### config.mk
export PLATFORM = sky130hd
export DESIGN_NAME = switch_debouncer
export DESIGN_NICKNAME = d
export VERILOG_FILES = /design/src/rtl/tl45_io_pkg.sv /design/src/rtl/debounce_bit.sv /design/src/rtl/switch_debouncer.sv
export SDC_FILE = /design/constraint.sdc
export NUM_CORES = 1
export LEC_CHECK = 0
export BUFFER_PORTS_ARGS = -buffer_cell sky130_fd_sc_hd__buf_2
export CAP_MARGIN = 20
export CORE_ASPECT_RATIO = 1.25
export CORE_UTILIZATION = 60
export CTS_BUF_LIST = sky130_fd_sc_hd__clkbuf_4 sky130_fd_sc_hd__clkbuf_8
export DETAILED_ROUTE_END_ITERATION = 6
export GPL_ROUTABILITY_DRIVEN = 0
export MAX_ROUTING_LAYER = met4
export PLACE_DENSITY = 0.9
export SLEW_MARGIN = 40
export SYNTH_ARGS = -nofsm -noshare
export SYNTH_HDL_FRONTEND = slang
export SYNTH_HIERARCHICAL = 1
export SYNTH_SLANG_ARGS = --single-unit
### constraint.sdc
create_clock -name i_clk -period 8.8 [get_ports i_clk]
set_input_delay 0.44 -clock i_clk [delete_from_list [all_inputs] [get_ports i_clk]]
set_output_delay 0.44 -clock i_clk [all_outputs]
set_load 0.03 [all_outputs]
### src/rtl/tl45_io_pkg.sv
// Shared constants for the TL45 board I/O path (switch width, debounce defaults).
package tl45_io_pkg;
  localparam int SW_NBITS              = 16;
  localparam int DEBOUNCE_TICK_DIV     = 100000;
  localparam int DEBOUNCE_STABLE_TICKS = 8;
endpackage

### src/rtl/debounce_bit.sv
// One debounce channel: counts consecutive sample ticks on which the synchronised
// input disagrees with the held state, and flips the state once enough have been seen.
module debounce_bit
  import tl45_io_pkg::*;
#(
  parameter int STABLE_TICKS = DEBOUNCE_STABLE_TICKS
) (
  input  logic i_clk,
  input  logic i_reset_n,
  input  logic i_tick,
  input  logic i_sync,
  output logic o_state,
  output logic o_changed
);

  localparam int CW = $clog2(STABLE_TICKS + 1);
  localparam logic [CW-1:0] LAST_COUNT = CW'(STABLE_TICKS - 1);

  logic [CW-1:0] count;
  logic [CW-1:0] count_next;
  logic          state_next;
  logic          changed_next;

  // Next-state: agreement zeroes the count, so any bounce restarts qualification.
  always_comb begin
    count_next   = count;
    state_next   = o_state;
    changed_next = 1'b0;
    if (i_tick) begin
      if (i_sync == o_state) begin
        count_next = '0;
      end else if (count == LAST_COUNT) begin
        count_next   = '0;
        state_next   = i_sync;
        changed_next = 1'b1;
      end else begin
        count_next = count + CW'(1);
      end
    end else begin
      count_next = count;
    end
  end

  always_ff @(posedge i_clk or negedge i_reset_n) begin
    if (!i_reset_n) begin
      count     <= '0;
      o_state   <= 1'b0;
      o_changed <= 1'b0;
    end else begin
      count     <= count_next;
      o_state   <= state_next;
      o_changed <= changed_next;
    end
  end

endmodule

### src/rtl/switch_debouncer.sv
// Debounces the raw slide switches: two-flop synchroniser, shared sample-tick
// prescaler, and one stability counter per bit.
module switch_debouncer
  import tl45_io_pkg::*;
#(
  parameter int NBITS        = SW_NBITS,
  parameter int TICK_DIV     = DEBOUNCE_TICK_DIV,
  parameter int STABLE_TICKS = DEBOUNCE_STABLE_TICKS
) (
  input  logic             i_clk,
  input  logic             i_reset_n,
  input  logic [NBITS-1:0] i_switches,
  output logic [NBITS-1:0] o_switches,
  output logic [NBITS-1:0] o_changed,
  output logic             o_any_changed,
  output logic             o_tick
);

  localparam int PW = (TICK_DIV > 1) ? $clog2(TICK_DIV) : 1;
  localparam logic [PW-1:0] PRE_LAST = PW'(TICK_DIV - 1);

  logic [NBITS-1:0] stage1;
  logic [NBITS-1:0] sync;
  logic [PW-1:0]    pre_count;
  logic             tick;

  assign tick = (pre_count == PRE_LAST);

  always_ff @(posedge i_clk or negedge i_reset_n) begin
    if (!i_reset_n) begin
      stage1 <= '0;
      sync   <= '0;
    end else begin
      stage1 <= i_switches;
      sync   <= stage1;
    end
  end

  // With TICK_DIV == 1 the count stays at 0 and tick is permanently high.
  always_ff @(posedge i_clk or negedge i_reset_n) begin
    if (!i_reset_n) begin
      pre_count <= '0;
      o_tick    <= 1'b0;
    end else begin
      o_tick <= tick;
      if (tick) begin
        pre_count <= '0;
      end else begin
        pre_count <= pre_count + PW'(1);
      end
    end
  end

  for (genvar k = 0; k < NBITS; k++) begin : g_bit
    debounce_bit #(
      .STABLE_TICKS(STABLE_TICKS)
    ) u_bit (
      .i_clk    (i_clk),
      .i_reset_n(i_reset_n),
      .i_tick   (tick),
      .i_sync   (sync[k]),
      .o_state  (o_switches[k]),
      .o_changed(o_changed[k])
    );
  end

  // Reduction of flop outputs only, so it lines up with o_changed in the same cycle.
  assign o_any_changed = |o_changed;

endmodule

After elaboration in Yosys (flattened, before gate mapping)
Cells that the tools add are included.

Register bits: 146. Input port bits: 18. Logic and storage cells: 216.

Add/subtract/negate cells: 17. Eq/ne operators: 33. Muxes and demuxes: 81. Bitwise logic cells: 16. Reductions and logical operators: 17.

Operator list (number): $mux W4 (32); $add A4 B1 Y4 const B (16); $eq A4 B3 Y1 const B (16); $mux W1 (48); $reduce_and A3 Y1 (16); $add A17 B1 Y17 const B (1); $eq A17 B17 Y1 const B (1); $mux W17 (1); $eq A1 B1 Y1 (16); $not A1 Y1 (16); $reduce_or A16 Y1 (1).

Longest topological paths before layout
Depth after elaboration: 4. Mapped depth: 7.

By module
Netlist, hierarchy kept.

Modules (own cells, without submodules): debounce_bit (times used 16, cells an instance 27, area each 306.5 µm²); switch_debouncer (times used 1, cells an instance 112, area each 1650.3 µm²).

Worst setup path after synthesis
No wires, ideal clock.

Path type: reg-to-reg. Start point: register pre_count[11]. End point: register g_bit[0].u_bit.o_changed. Setup time: 87 ps. Arrival time: 5122 ps. Required time: 8713 ps. Path slack: 3591 ps. Stages on the path, launching flop included: 5. Buffers on the path: 0. Clock period less this slack: 5209 ps. Cells stage by stage: dfrtp_1 > or4_1 > or4_4 > nor4_4 > and3_2.

Word-level cells in the longest chain between the ends: 2.

RTL lines: start: declaration (line switch_debouncer.sv:24) `logic [PW-1:0] pre_count;`; start signal: assignment (line switch_debouncer.sv:49) `pre_count <= pre_count + PW'(1);`; $eq A17 B17 Y1 (line switch_debouncer.sv:27) `assign tick = (pre_count == PRE_LAST);`; net tick (line switch_debouncer.sv:25) `logic tick;`; $mux W1 (line debounce_bit.sv:29) `if (i_tick) begin`; net g_bit[0].u_bit.changed_next (line debounce_bit.sv:22) `logic changed_next;`; end signal: assignment (line debounce_bit.sv:52) `o_changed <= changed_next;`; end: declaration (line debounce_bit.sv:13) `output logic o_changed`.

The timed path passes the listed nets, and every way through them passes these cells. A chain may end at the register's enable or synchronous reset.

Worst setup path after layout
Start point: register pre_count[11]. End point: register g_bit[4].u_bit.count[3].

Word-level cells in the longest chain between the ends: 1.

RTL lines: $eq A17 B17 Y1 (line switch_debouncer.sv:27); net tick (line switch_debouncer.sv:25); end signal: assignment (line debounce_bit.sv:50) `count <= count_next;`; end: declaration (line debounce_bit.sv:19) `logic [CW-1:0] count;`.

The timed path passes the listed nets, and every way through them passes these cells.

==> impl_metrics.py <==
metrics = {
    "pwr": {
        "power_density_nw_per_um2": 168,
        "p_sw_w": 0.000263,
        "switching_share_pct": 21.1,
        "p_comb_share_pct": 2.1,
        "pwr-share-seq_pct": 54.7,
        "peakVddDrop_mv": 0.0974,
        "internal_power_w": 0.000984,
        "p_leak_nw": 3.69,
        "power.share.clock_pct": 43.2,
    },
    "setup_path": {
        "reg2regPathDepth": 7,
        "required_ns": 9.13,
        "critPathCaptureType": "flop",
        "arrival_ns": 3.15,
        "r2r_slack_ns": 5.98,
        "r2r_start": "pre_count[11]",
        "startpoint_type": "flop",
        "critPathKind": "flop to flop",
        "path_max_fanout": 82,
        "r2r_end": "g_bit[4].u_bit/count[3]",
    },
    "die": {
        "die_x_um": 95.5,
        "rows": 42,
        "core_um2": 10600,
        "dieHeight_um": 119,
        "dieArea_um2": 11300,
        "initial_utilization_pct": 61.8,
        "io_pins": 52,
    },
    "clocking": {
        "cts_tree": "built",
        "cts_max_level": 4,
        "cts.clk_slew.worst_paths_ns": 0.08,
        "numCtsBuffers": 17,
        "cts_resized": 0,
        "cts_buffer_depth": 2,
        "clkLatencyLatePin_ns": 0.45,
        "numClockSinks": 146,
        "root_buffer": "clkbuf_8",
        "cts_setup_buffers": 0,
        "hold_buffers": 0,
    },
    "timing": {
        "slew_viol_final": 0,
        "fin_crit_ns": 2.82,
        "maxSlewHeadroom_pct": 50.6,
        "finalSetupViolations": 0,
        "fin_setup_tns_ns": 0,
        "hold_viol": 0,
        "finalCritPeriodShare_pct": 32.0,
        "max_freq_ghz": 0.355,
        "skew_ns": 0.00968,
        "rsz0062_at_grt": "no",
        "tightest_slew_ns": 0.734,
    },
    "finish": {
        "drive_gt1_share_pct": 26.8,
        "final_nets": 652,
        "synthToLayoutAreaGrowth_pct": 13.6,
        "diodes": 0,
        "fin_cells": 762,
        "layout.filler_cells": 729,
    },
    "route": {
        "routed_wl_mm": 11.8,
        "drtIter0Drc": 196,
        "vias_per_cell": 5.81,
        "drt.antenna.violating_nets": 0,
        "drc": 0,
        "num_vias": 4429,
        "firstDrtPassIters": 6,
        "wl_per_cell_um": 15.5,
    },
    "placement": {
        "dp.cells": 729,
        "io_buffers": 51,
        "hpwl_mm": 7.79,
    },
    "global_route": {
        "grt_start_max_net_pins": 88,
        "grtUsageMet3_pct": 5.24,
        "grt_pass1_wl_mm": 20.1,
        "grt_usage_pct": 23.6,
        "antenna_found_initial": 0,
        "grt_pass1_vias": 4495,
        "grt_util_met1_pct": 27.5,
        "grt_overflow": 0,
        "top_usage_layer": "met2",
        "grt_util_met2_pct": 38.6,
    },
    "yosys": {
        "synth.distinct_cells": 29,
        "synth_ff_type": "dfrtp_1",
        "ys_warn_count": 6,
        "ys_async_sr_fraction_pct": 100,
        "synth.net_count": 579,
        "synth_top_cells_by_area": "dfrtp_1 (56%), and3b_1 (4.3%), o41ai_2 (4.0%), xor2_2 (4.0%), o21ai_0 (3.7%)",
        "synth_most_common_cell": "dfrtp_1",
        "synth_seq_cells": 146,
        "synth.cell_area_um2": 6560,
        "synth-edff-count": 0,
        "synthTopCellsByCount": "dfrtp_1 (146), o21ai_0 (48), nand3_1 (36), inv_1 (33), nor2b_1 (33)",
        "synth_area_leader_cell": "dfrtp_1",
        "postSynthAreaPerCell_um2": 12.0,
        "syn_inst": 544,
        "ys_seq_area_share_pct": 55.7,
        "synth_top_cell_area_share_pct": 55.7,
    },
    "status": {
        "status": "finished clean",
    },
    "min_path": {
        "min_path_type": "input port to asynchronous set/reset pin",
    },
    "run": {
        "cap_violations": 0,
    },
}
==> kinds of logic after synthesis <==
| kind of cell | count (synthesis) | share of synthesized area (%) |
|---|---|---|
| muxes | 16 | 2.75 |
| AOI/OAI and AO/OA | 98 | 11.2 |
| adders and majority gates | 17 | 3.24 |
| buffers and inverters | 34 | 1.95 |
| DFF | 146 | 55.7 |
| xor gates and xnor gates | 30 | 5.84 |
| and+or+nand+nor | 203 | 19.3 |
==> metrics by stage <==
| step | util [%] | cell area [um^2] | hold WS [ns] | total power, W | worst slack, ns |
|---|---|---|---|---|---|
| 2_1_floorplan | - | 6560 | 0.144 | 0.000701 | 3.59 |
| 3_3_place_gp | 65.9 | 7000 | 0.332 | 0.000720 | 6.13 |
| 3_5_place_dp | 65.9 | 7000 | 0.336 | 0.000721 | 6.05 |
| 4_1_cts | 69.9 | 7420 | 0.0683 | 0.00126 | 5.99 |
| 5_1_grt | 70.1 | 7450 | 0.0682 | 0.00129 | 5.80 |
| 6_report | 70.1 | 7450 | 0.0313 | 0.00125 | 5.98 |
==> area by class of cell <==
type / count / area (um^2) / share of cell area [%]
Clock buffer: 24 / 324 / 4.35
Clock inverter: 8 / 98.8 / 1.33
Inverter: 33 / 124 / 1.66
Multi-Input combinational cell: 364 / 2770 / 37.3
Sequential cell: 146 / 3650 / 49.1
Tap cell: 132 / 165 / 2.22
Timing Repair Buffer: 55 / 307 / 4.12
==> state kept, by name, summed over array words and instances (netlist names) <==
name / flops
g_bit.u_bit/count: 64
pre_count: 17
g_bit.u_bit/o_changed: 16
g_bit.u_bit/o_state: 16
stage1: 16
sync: 16
o_tick: 1
==> power groups by stage <==
stage	Combinational, W	Sequential, W	Clock (W)
after global routing	0.0000296	0.000683	0.000580
after CTS	0.0000255	0.000683	0.000551
after global placement	0.0000248	0.000695	0
after floorplan	0.00000637	0.000695	0
final	0.0000258	0.000683	0.000539
after detailed placement	0.0000255	0.000696	0
==> critical path, cell delays in order, from the launching register on <==
cell and delay [ns]:
dfrtp_1 0.43, or4_1 0.54, or4_4 0.44, nor4_4 0.17, buf_4 0.62, nor2b_1 0.12, a31oi_1 0.24, o41ai_2 0.11
==> cell usage in the layout (no fill, tap or decap) <==
cell type | netlist | routed
clkbuf_8 | 0 | 24
o41ai_2 | 16 | 16
nor2b_1 | 33 | 33
a31oi_1 | 16 | 16
nand3_1 | 36 | 36
a21oi_1 | 1 | 1
xor2_1 | 5 | 5
o31ai_1 | 17 | 17
and3b_1 | 32 | 32
nand2b_1 | 16 | 16
xnor2_1 | 9 | 9
clkinv_4 | 0 | 1
and3_2 | 16 | 16
clkinvlp_4 | 0 | 2
inv_1 | 33 | 33
nor3_1 | 4 | 4
xor2_2 | 16 | 16
dfrtp_1 | 146 | 146
ha_1 | 17 | 17
buf_4 | 0 | 3
buf_12 | 0 | 1
nand2_1 | 24 | 24
nor4_4 | 1 | 1
o21ai_0 | 48 | 48
buf_2 | 0 | 50
or4_4 | 1 | 1
nand2_2 | 16 | 16
nor2_1 | 9 | 9
clkinv_2 | 0 | 3
bufinv_16 | 0 | 2
nor4_1 | 5 | 5
and4_1 | 2 | 2
or3_1 | 1 | 1
or4_1 | 2 | 2
nand4_1 | 5 | 5
mux2_2 | 16 | 16
clkbuf_4 | 0 | 1
==> routing by layer <==
metal / up-vias / part of all wire (%)
met4: 0 / 2.8
li1: 2079 / -
met5: - / 0
met3: 31 / 3.1
met1: 2247 / 41
met2: 72 / 53
==> worst max-delay path by stage <==
stage,from,slack (ns),end,cells after the start
finish,pre_count[11],5.98,g_bit[4].u_bit/count[3],7
global route,pre_count[11],5.80,g_bit[4].u_bit/o_state,6
global placement,pre_count[11],6.13,g_bit[6].u_bit/o_state,6
detailed placement,pre_count[11],6.05,g_bit[0].u_bit/count[3],7
floorplan,pre_count[11],3.59,g_bit[0].u_bit/o_changed,4
CTS,pre_count[11],5.99,g_bit[4].u_bit/o_state,6
Power figures use the tool's default switching activity.
